===== src/rtl/lock_sequencer.sv =====
// Multi-digit combination lock sequencer with failed-attempt counting, timed lockout and idle relock.
// Optional code reprogramming from the OPEN state is enabled by defining LOCK_REPROGRAM_EN.
module lock_sequencer #(
  parameter int                    CODE_LEN       = 4,
  parameter logic [4*CODE_LEN-1:0] DEFAULT_CODE   = 16'h1234,
  parameter int                    MAX_FAILS      = 3,
  parameter int                    ERROR_CYCLES   = 16,
  parameter int                    LOCKOUT_CYCLES = 1024,
  parameter int                    IDLE_CYCLES    = 4096
) (
  input  logic       clk,
  input  logic       rst_n,
  input  logic [3:0] digit,
  input  logic       enter,
  input  logic       prog,
  output logic       locked,
  output logic       unlocked,
  output logic       error,
  output logic       lockout,
  output logic [2:0] state,
  output logic [2:0] fail_cnt
);

  localparam int MAX_A   = (ERROR_CYCLES > LOCKOUT_CYCLES) ? ERROR_CYCLES : LOCKOUT_CYCLES;
  localparam int MAX_CYC = (MAX_A > IDLE_CYCLES) ? MAX_A : IDLE_CYCLES;
  localparam int TMR_W   = $clog2(MAX_CYC);
  localparam int IDX_W   = $clog2(CODE_LEN);

  typedef enum logic [2:0] {
    S_LOCKED  = 3'd0,
    S_ENTRY   = 3'd1,
    S_OPEN    = 3'd2,
    S_ERROR   = 3'd3,
    S_LOCKOUT = 3'd4,
    S_PROG    = 3'd5
  } state_t;

  state_t             r_state;
  logic [IDX_W-1:0]   r_index;
  logic               r_mismatch;
  logic [TMR_W-1:0]   r_timer;
  logic [2:0]         r_fails;
  logic               r_enterQ;
  logic               r_locked;
  logic               r_unlocked;
  logic               r_error;
  logic               r_lockout;

  state_t             w_nState;
  logic [IDX_W-1:0]   w_nIndex;
  logic               w_nMismatch;
  logic [TMR_W-1:0]   w_nTimer;
  logic [2:0]         w_nFails;
  logic               w_press;
  logic               w_lastDigit;
  logic               w_idleDone;
  logic               w_newMis;
  logic [2:0]         w_failsInc;
  logic [3:0]         w_expDigit;
  logic [4*CODE_LEN-1:0] w_code;

`ifdef LOCK_REPROGRAM_EN
  logic [4*CODE_LEN-1:0] r_code;
  logic [4*CODE_LEN-1:0] r_shadow;
  logic [4*CODE_LEN-1:0] w_nCode;
  logic [4*CODE_LEN-1:0] w_nShadow;
  assign w_code = r_code;
`else
  logic w_unused;
  assign w_unused = prog;
  assign w_code   = DEFAULT_CODE;
`endif

  assign w_press     = enter & ~r_enterQ;
  assign w_lastDigit = (r_index == IDX_W'(CODE_LEN - 1));
  assign w_idleDone  = (r_timer == TMR_W'(IDLE_CYCLES - 1));
  assign w_failsInc  = r_fails + 3'd1;
  assign w_newMis    = ((r_state == S_ENTRY) && r_mismatch) || (digit != w_expDigit);

  always_comb begin
    w_expDigit = '0;
    for (int i = 0; i < CODE_LEN; i++) begin
      if (r_index == IDX_W'(i)) w_expDigit = w_code[(CODE_LEN-1-i)*4 +: 4];
    end
  end

  // Next-state logic; the shared timer restarts on any counted press and on every state change.
  always_comb begin
    w_nState    = r_state;
    w_nIndex    = r_index;
    w_nMismatch = r_mismatch;
    w_nTimer    = r_timer + TMR_W'(1);
    w_nFails    = r_fails;
`ifdef LOCK_REPROGRAM_EN
    w_nCode     = r_code;
    w_nShadow   = r_shadow;
`endif
    case (r_state)
      S_LOCKED, S_ENTRY: begin
        if (w_press) begin
          w_nTimer = '0;
          if (w_lastDigit) begin
            w_nIndex    = '0;
            w_nMismatch = 1'b0;
            if (!w_newMis) begin
              w_nState = S_OPEN;
              w_nFails = '0;
            end else begin
              w_nFails = w_failsInc;
              w_nState = (w_failsInc == 3'(MAX_FAILS)) ? S_LOCKOUT : S_ERROR;
            end
          end else begin
            w_nState    = S_ENTRY;
            w_nIndex    = r_index + IDX_W'(1);
            w_nMismatch = w_newMis;
          end
        end else if (r_state == S_LOCKED) begin
          w_nTimer = '0;
        end else if (w_idleDone) begin
          w_nState    = S_LOCKED;
          w_nIndex    = '0;
          w_nMismatch = 1'b0;
        end
      end
      S_ERROR: begin
        if (r_timer == TMR_W'(ERROR_CYCLES - 1)) w_nState = S_LOCKED;
      end
      S_LOCKOUT: begin
        if (r_timer == TMR_W'(LOCKOUT_CYCLES - 1)) begin
          w_nState = S_LOCKED;
          w_nFails = '0;
        end
      end
      S_OPEN: begin
        if (w_press) begin
          w_nTimer = '0;
          if (digit == 4'hF) begin
            w_nState = S_LOCKED;
`ifdef LOCK_REPROGRAM_EN
          end else if (prog) begin
            w_nState = S_PROG;
            w_nIndex = '0;
`endif
          end
        end else if (w_idleDone) begin
          w_nState = S_LOCKED;
        end
      end
`ifdef LOCK_REPROGRAM_EN
      S_PROG: begin
        if (w_press) begin
          w_nTimer = '0;
          for (int i = 0; i < CODE_LEN; i++) begin
            if (r_index == IDX_W'(i)) w_nShadow[(CODE_LEN-1-i)*4 +: 4] = digit;
          end
          if (w_lastDigit) begin
            w_nCode  = w_nShadow;
            w_nState = S_OPEN;
            w_nIndex = '0;
          end else begin
            w_nIndex = r_index + IDX_W'(1);
          end
        end else if (w_idleDone) begin
          w_nState = S_LOCKED;
          w_nIndex = '0;
        end
      end
`endif
      default: begin
        w_nState = S_LOCKED;
        w_nIndex = '0;
      end
    endcase
    if (w_nState != r_state) w_nTimer = '0;
  end

  // Flag outputs are registered from the next state so they track the state register exactly.
  always_ff @(posedge clk or negedge rst_n) begin
    if (!rst_n) begin
      r_state    <= S_LOCKED;
      r_index    <= '0;
      r_mismatch <= 1'b0;
      r_timer    <= '0;
      r_fails    <= '0;
      r_enterQ   <= 1'b1;
      r_locked   <= 1'b1;
      r_unlocked <= 1'b0;
      r_error    <= 1'b0;
      r_lockout  <= 1'b0;
`ifdef LOCK_REPROGRAM_EN
      r_code     <= DEFAULT_CODE;
      r_shadow   <= '0;
`endif
    end else begin
      r_state    <= w_nState;
      r_index    <= w_nIndex;
      r_mismatch <= w_nMismatch;
      r_timer    <= w_nTimer;
      r_fails    <= w_nFails;
      r_enterQ   <= enter;
      r_locked   <= (w_nState == S_LOCKED) || (w_nState == S_ENTRY);
      r_unlocked <= (w_nState == S_OPEN) || (w_nState == S_PROG);
      r_error    <= (w_nState == S_ERROR);
      r_lockout  <= (w_nState == S_LOCKOUT);
`ifdef LOCK_REPROGRAM_EN
      r_code     <= w_nCode;
      r_shadow   <= w_nShadow;
`endif
    end
  end

  assign locked   = r_locked;
  assign unlocked = r_unlocked;
  assign error    = r_error;
  assign lockout  = r_lockout;
  assign state    = r_state;
  assign fail_cnt = r_fails;

endmodule

===== config.mk =====
export PLATFORM = sky130hd
export DESIGN_NAME = lock_sequencer
export DESIGN_NICKNAME = d
export VERILOG_FILES = /design/src/rtl/lock_sequencer.sv
export SDC_FILE = /design/constraint.sdc
export NUM_CORES = 1
export LEC_CHECK = 0
export BUFFER_PORTS_ARGS = -buffer_cell sky130_fd_sc_hd__buf_4
export CAP_MARGIN = 20
export CORE_MARGIN = 3
export CORE_UTILIZATION = 55
export CTS_CLUSTER_DIAMETER = 100
export CTS_CLUSTER_SIZE = 8
export DETAILED_ROUTE_END_ITERATION = 10
export PLACE_DENSITY = 0.76
export REMOVE_ABC_BUFFERS = 1
export SLEW_MARGIN = 30
export SYNTH_ARGS = -nofsm -noshare
export SYNTH_HDL_FRONTEND = slang
export SYNTH_SLANG_ARGS = --single-unit

===== constraint.sdc =====
create_clock -name clk -period 2.5 [get_ports clk]
set_clock_uncertainty 0.05 [all_clocks]
set_input_delay 0.125 -clock clk [delete_from_list [all_inputs] [get_ports clk]]
set_output_delay 0.125 -clock clk [all_outputs]
set_load 0.02 [all_outputs]

==> results of run 1 <==
==> flip-flops by register name, indices dropped and copies added (netlist names) <==
register	cells
r_timer	12
unlocked	1
state	3
r_enterQ	1
r_index	2
fail_cnt	3
locked	1
error	1
lockout	1
r_mismatch	1
==> critical path, stage by stage, from the launching register on <==
cell and delay, ns:
dfrtp_1 0.45, ha_1 0.34, xnor2_1 0.16, and4b_2 0.30, a211oi_1 0.27, o32ai_2 0.11, buf_4 0.19, nor3_1 0.23
==> cells in the final DEF (no fill, tap or decap), drive strengths merged, types with 2 or more instances in the layout <==
cell | synthesis | routed
dlygate4sd3 | 0 | 2
xnor2 | 8 | 8
and3 | 2 | 2
a21oi | 3 | 3
clkbuf | 2 | 4
dfstp | 2 | 2
inv | 9 | 9
buf | 3 | 22
dfrtp | 24 | 24
nor3b | 2 | 2
nand4 | 5 | 5
o31ai | 2 | 2
nand2 | 7 | 7
nor2 | 12 | 12
nor4 | 3 | 3
o41ai | 2 | 2
nor3 | 12 | 12
ha | 4 | 4
nand3 | 5 | 5
nor2b | 3 | 3
o21ai | 4 | 4
a31oi | 4 | 4
a211oi | 3 | 3
a41o | 2 | 2
xor2 | 6 | 6
a31o | 2 | 2
==> timing repair <==
action / in CTS / in global routing
hold buffers: 2 / 0
endpoints found under the hold margin: 27 / 0
gates resized for setup: 0 / 0
setup endpoints to repair: 0 / 0
==> per-layer routing <==
layer	GRT usage	part of all wire	wire [µm]	up-vias
met5	0	0	0	-
met4	0.0497	0.0083	25	0
met3	0.0267	0.038	114	4
met2	0.316	0.47	1400	26
met1	0.298	0.48	1450	569
li1	-	-	-	584
==> layout make-up <==
class	instances	area, µm²
inverters	9	33.8
well taps	30	37.5
clock buffers	4	36.3
multi-input cells	107	743
flip-flops and latches	26	653
fillers	202	811
repair buffers	24	185
==> cells by family (layout without fill, tap and decap cells) <==
logic type                 after synthesis  count (layout)  share of synthesized area
buffers and inverters                   14              37                     0.0510
adders and majority gates                5               5                     0.0408
and+or+nand+nor                         59              59                      0.226
xor gates and xnor gates                14              14                     0.0833
muxes                                    1               1                    0.00765
AOI/OAI and AO/OA                       28              28                      0.147
DFF                                     26              26                      0.444
==> final timing paths <==
path                                  from          to  slack, ns  cells past startpoint
worst max-delay path            r_index[0]  r_timer[9]       0.31                      7
worst min-delay path                 rst_n    unlocked       0.18                      2
worst max register to register  r_index[0]  r_timer[9]       0.31                      7
worst min register to register  r_timer[0]  r_timer[0]       0.44                      1
max in group asynchronous            rst_n    r_enterQ       1.93                      2
min in group clk                  digit[2]     lockout       0.24                      4
==> power breakdown <==
group | total [mW] | switching, mW | internal, mW
combinational | 0.725 | 0.409 | 0.316
clock | 0.214 | 0.125 | 0.0889
sequential | 0.603 | 0.0815 | 0.522
==> stage by stage <==
step,std cells,setup WS (ns)
global placement,194,0.462
CTS,200,0.318
finish,200,0.312
floorplan,142,0.255
global route,200,0.161
detailed placement,194,0.363
==> results.json, run 1 <==
{
  "area_growth_pct": 14.8,
  "yosysTopAreaCell": "dfrtp_1",
  "clock_sinks": 26,
  "rsz0062_at_grt": "no",
  "hold_path_class": "input port to asynchronous set/reset pin",
  "finalSetupViolations": 0,
  "cts_tree": "yes",
  "clk_pin_slew_worst_paths_ns": 0.15,
  "fin_crit_sh": 0.875,
  "synth_top_area_share": 0.408,
  "startpoint_type": "flop",
  "cts_root_buf": "clkbuf_4",
  "vias": 1183,
  "final_nets": 183,
  "final_core_utilization": 0.676,
  "port_buffers": 16,
  "drc": 0,
  "drive_gt1_frac": 0.224,
  "cts_buffer_depth": 2,
  "worstMarginPinSlew_ns": 0.531,
  "ys_seq_area_frac": 0.444,
  "arrival_ns": 2.36,
  "min_period_ns": 2.19,
  "worstSetupPathType": "flop to flop",
  "clock_latency_ns": 0.32,
  "drt_wl_total_um": 3000,
  "placed_area_um2": 1630,
  "grt_max_degree": 27,
  "synth_cell_type_count": 43,
  "synth_edf_count": 0,
  "core.rowCount": 18,
  "critPathRequiredTime_ns": 2.68,
  "cts_max_level": 1,
  "p_per_area_nw_per_um2": 913,
  "netlist_area_um2": 1470,
  "die_height_um": 57.7,
  "max_freq_mhz": 457,
  "grt_usage": 0.202,
  "vdd_drop_max_mv": 0.685,
  "relSlewSlack": 0.643,
  "tns_ns": 0,
  "yosys_warnings": 0,
  "end_kind": "flop",
  "dr.pass1.iters": 4,
  "yosysMostFrequentCell": "dfrtp_1",
  "status": "complete, no violations",
  "antenna_left": 0,
  "avgSynthCellArea_um2": 10.0,
  "cap_violations": 0,
  "routabilityCongestion": 0.925,
  "antenna_found_initial": 0,
  "drt_iter0_markers": 63,
  "p_total_mw": 1.54,
  "synth_ff_type": "dfrtp_1",
  "grt_pass1_wl_um": 5300,
  "routedWlPerCell_um": 15.0,
  "timing.hold.ws_ns": 0.177,
  "ys_ff_latch": 26,
  "fin_area_um2": 1690,
  "dp_hpwl_um": 2240,
  "leakage_nw": 0.751,
  "ios": 18,
  "syn_inst": 147,
  "cts_setup_buffers": 0,
  "worstPathMaxFanout": 12,
  "coreArea_um2": 2500,
  "grt_pass1_vias": 1131,
  "async_flop_share": 1.00,
  "post_drt_via_cell_ratio": 5.92,
  "hold_violations": 0,
  "initial_utilization": 0.589,
  "overflow": 0,
  "diodes": 0,
  "synth_commonest_cells": "dfrtp_1 (24), nor2_1 (12), nor3_1 (12)",
  "die_x_um": 57.7,
  "yosys-top-cells-area": "dfrtp_1 (41%), xnor2_1 (4.8%), nor3_1 (4.1%)",
  "fp.dieArea_um2": 3330,
  "final_max_slew_viol_count": 0,
  "numCtsBuffers": 3
}
(Power assumes the default switching activity.)
==> run 2, diff against run 1 <==
--- a/config.mk
+++ b/config.mk
@@ -7,6 +7,7 @@
 export LEC_CHECK = 0
 export BUFFER_PORTS_ARGS = -buffer_cell sky130_fd_sc_hd__buf_4
 export CAP_MARGIN = 20
+export CORE_ASPECT_RATIO = 0.9
 export CORE_MARGIN = 3
 export CORE_UTILIZATION = 55
 export CTS_CLUSTER_DIAMETER = 100
==> results.json, run 2 (synthesis gave the netlist of run 1 again) <==
{
  "diodes": 0,
  "routabilityCongestion": 0.853,
  "stdcell_count": 198,
  "numCtsBuffers": 3,
  "coreArea_um2": 2510,
  "dp_cells": 192,
  "r2r_end": "locked",
  "critPathSlowestCell": "dfrtp_1",
  "port_buffers": 16,
  "grt_max_degree": 27,
  "multi_input_area_um2": 743,
  "worstPathMaxFanout": 5,
  "grt_pass1_vias": 1103,
  "routedWlPerCell_um": 15.3,
  "area_growth_pct": 13.9,
  "rsz0062_at_grt": "no",
  "timing.hold.ws_ns": 0.182,
  "critPathRequiredTime_ns": 2.71,
  "worstMarginPinSlew_ns": 0.547,
  "max_freq_mhz": 466,
  "startpoint_type": "flop",
  "arrival_ns": 2.35,
  "cts_max_level": 1,
  "final_core_utilization": 0.668,
  "die_height_um": 55.1,
  "drt_iter0_markers": 39,
  "grt_pass1_wl_um": 4910,
  "cts_setup_buffers": 0,
  "clk_pin_slew_worst_paths_ns": 0.13,
  "post_drt_via_cell_ratio": 6.15,
  "clock_latency_ns": 0.32,
  "initial_utilization": 0.586,
  "regArea_um2": 653,
  "cts_root_buf": "clkbuf_4",
  "hold_violations": 0,
  "status": "complete, no violations",
  "ios": 18,
  "crit_family": "simple AND/OR/NAND/NOR gates",
  "placed_area_um2": 1630,
  "overflow": 0,
  "final_common_cell": "dfrtp_1",
  "p_per_area_nw_per_um2": 903,
  "crit_buf_inv": 0,
  "drc": 0,
  "final_nets": 183,
  "cap_violations": 0,
  "regMostFlops": "r_timer",
  "fin_crit_sh": 0.858,
  "antenna_found_initial": 0,
  "relSlewSlack": 0.632,
  "layout_common_cells": "dfrtp_1 (24), buf_4 (22), nor2_1 (12), nor3_1 (12), inv_1 (9)",
  "largest_register_ffs": 12,
  "antenna_left": 0,
  "min_period_ns": 2.14,
  "cts_buffer_depth": 2,
  "dr.pass1.iters": 4,
  "vias": 1217,
  "fp.dieArea_um2": 3330,
  "ff2ff_path_depth": 6,
  "hold_path_class": "input port to asynchronous set/reset pin",
  "nFillCells": 205,
  "path_cells": "ha_1, xnor2_1, and4b_2, a21o_2, nor3_1, nor2b_1",
  "drt_wl_total_um": 3030,
  "finalSetupViolations": 0,
  "core.rowCount": 17,
  "tns_ns": 0,
  "dp_hpwl_um": 2230,
  "grt_usage": 0.202,
  "slowest_delay_ns": 0.45,
  "worstSetupPathType": "flop to flop",
  "r2r_start": "r_index[0]",
  "vdd_drop_max_mv": 0.529,
  "leakage_nw": 0.745,
  "final_max_slew_viol_count": 0,
  "fin_area_um2": 1680,
  "end_kind": "flop",
  "die_x_um": 60.5,
  "drive_gt1_frac": 0.218,
  "reg2reg_setup_slack_ns": 0.36,
  "clock_sinks": 26,
  "cts_tree": "yes"
}
## run 2: cell type report
cell class | count | share of cell area
Inverter | 9 | 0.0201
Clock buffer | 4 | 0.0157
Timing Repair Buffer | 24 | 0.110
Multi-Input combinational cell | 107 | 0.443
Sequential cell | 26 | 0.390
Tap cell | 28 | 0.0209
## run 2: layer usage
metal / global-route usage / wire [µm]
met5: 0 / 0
met4: 0.0325 / 21
met3: 0.0487 / 201
met2: 0.362 / 1450
met1: 0.254 / 1350
## run 2: stage by stage
stage,power (mW),worst slack (ns)
after floorplan,1.08,0.255
after global placement,1.30,0.457
after detailed placement,1.33,0.402
final,1.51,0.355
after CTS,1.52,0.360
after global routing,1.63,0.198
## run 2: worst max-delay path by stage
| stage | from | endpoint | cells after the start |
|---|---|---|---|
| floorplan | state[1] | r_timer[11] | 5 |
| global placement | state[2] | r_timer[7] | 6 |
| detailed placement | r_index[0] | locked | 6 |
| CTS | r_index[0] | locked | 6 |
| global route | r_index[0] | locked | 6 |
| finish | r_index[0] | locked | 6 |
## run 2: power breakdown
group          internal (mW)  leakage [nW]  switching [mW]
sequential             0.522         0.338          0.0828
combinational          0.317         0.392           0.412
clock                 0.0624        0.0150           0.117
total                  0.902         0.745           0.612
## run 2: timing repair
item | CTS | global route
hold endpoints to repair | 27 | 0
setup endpoints to repair | 0 | 0
hold buffers | 2 | 0
gates resized for setup | 0 | 0
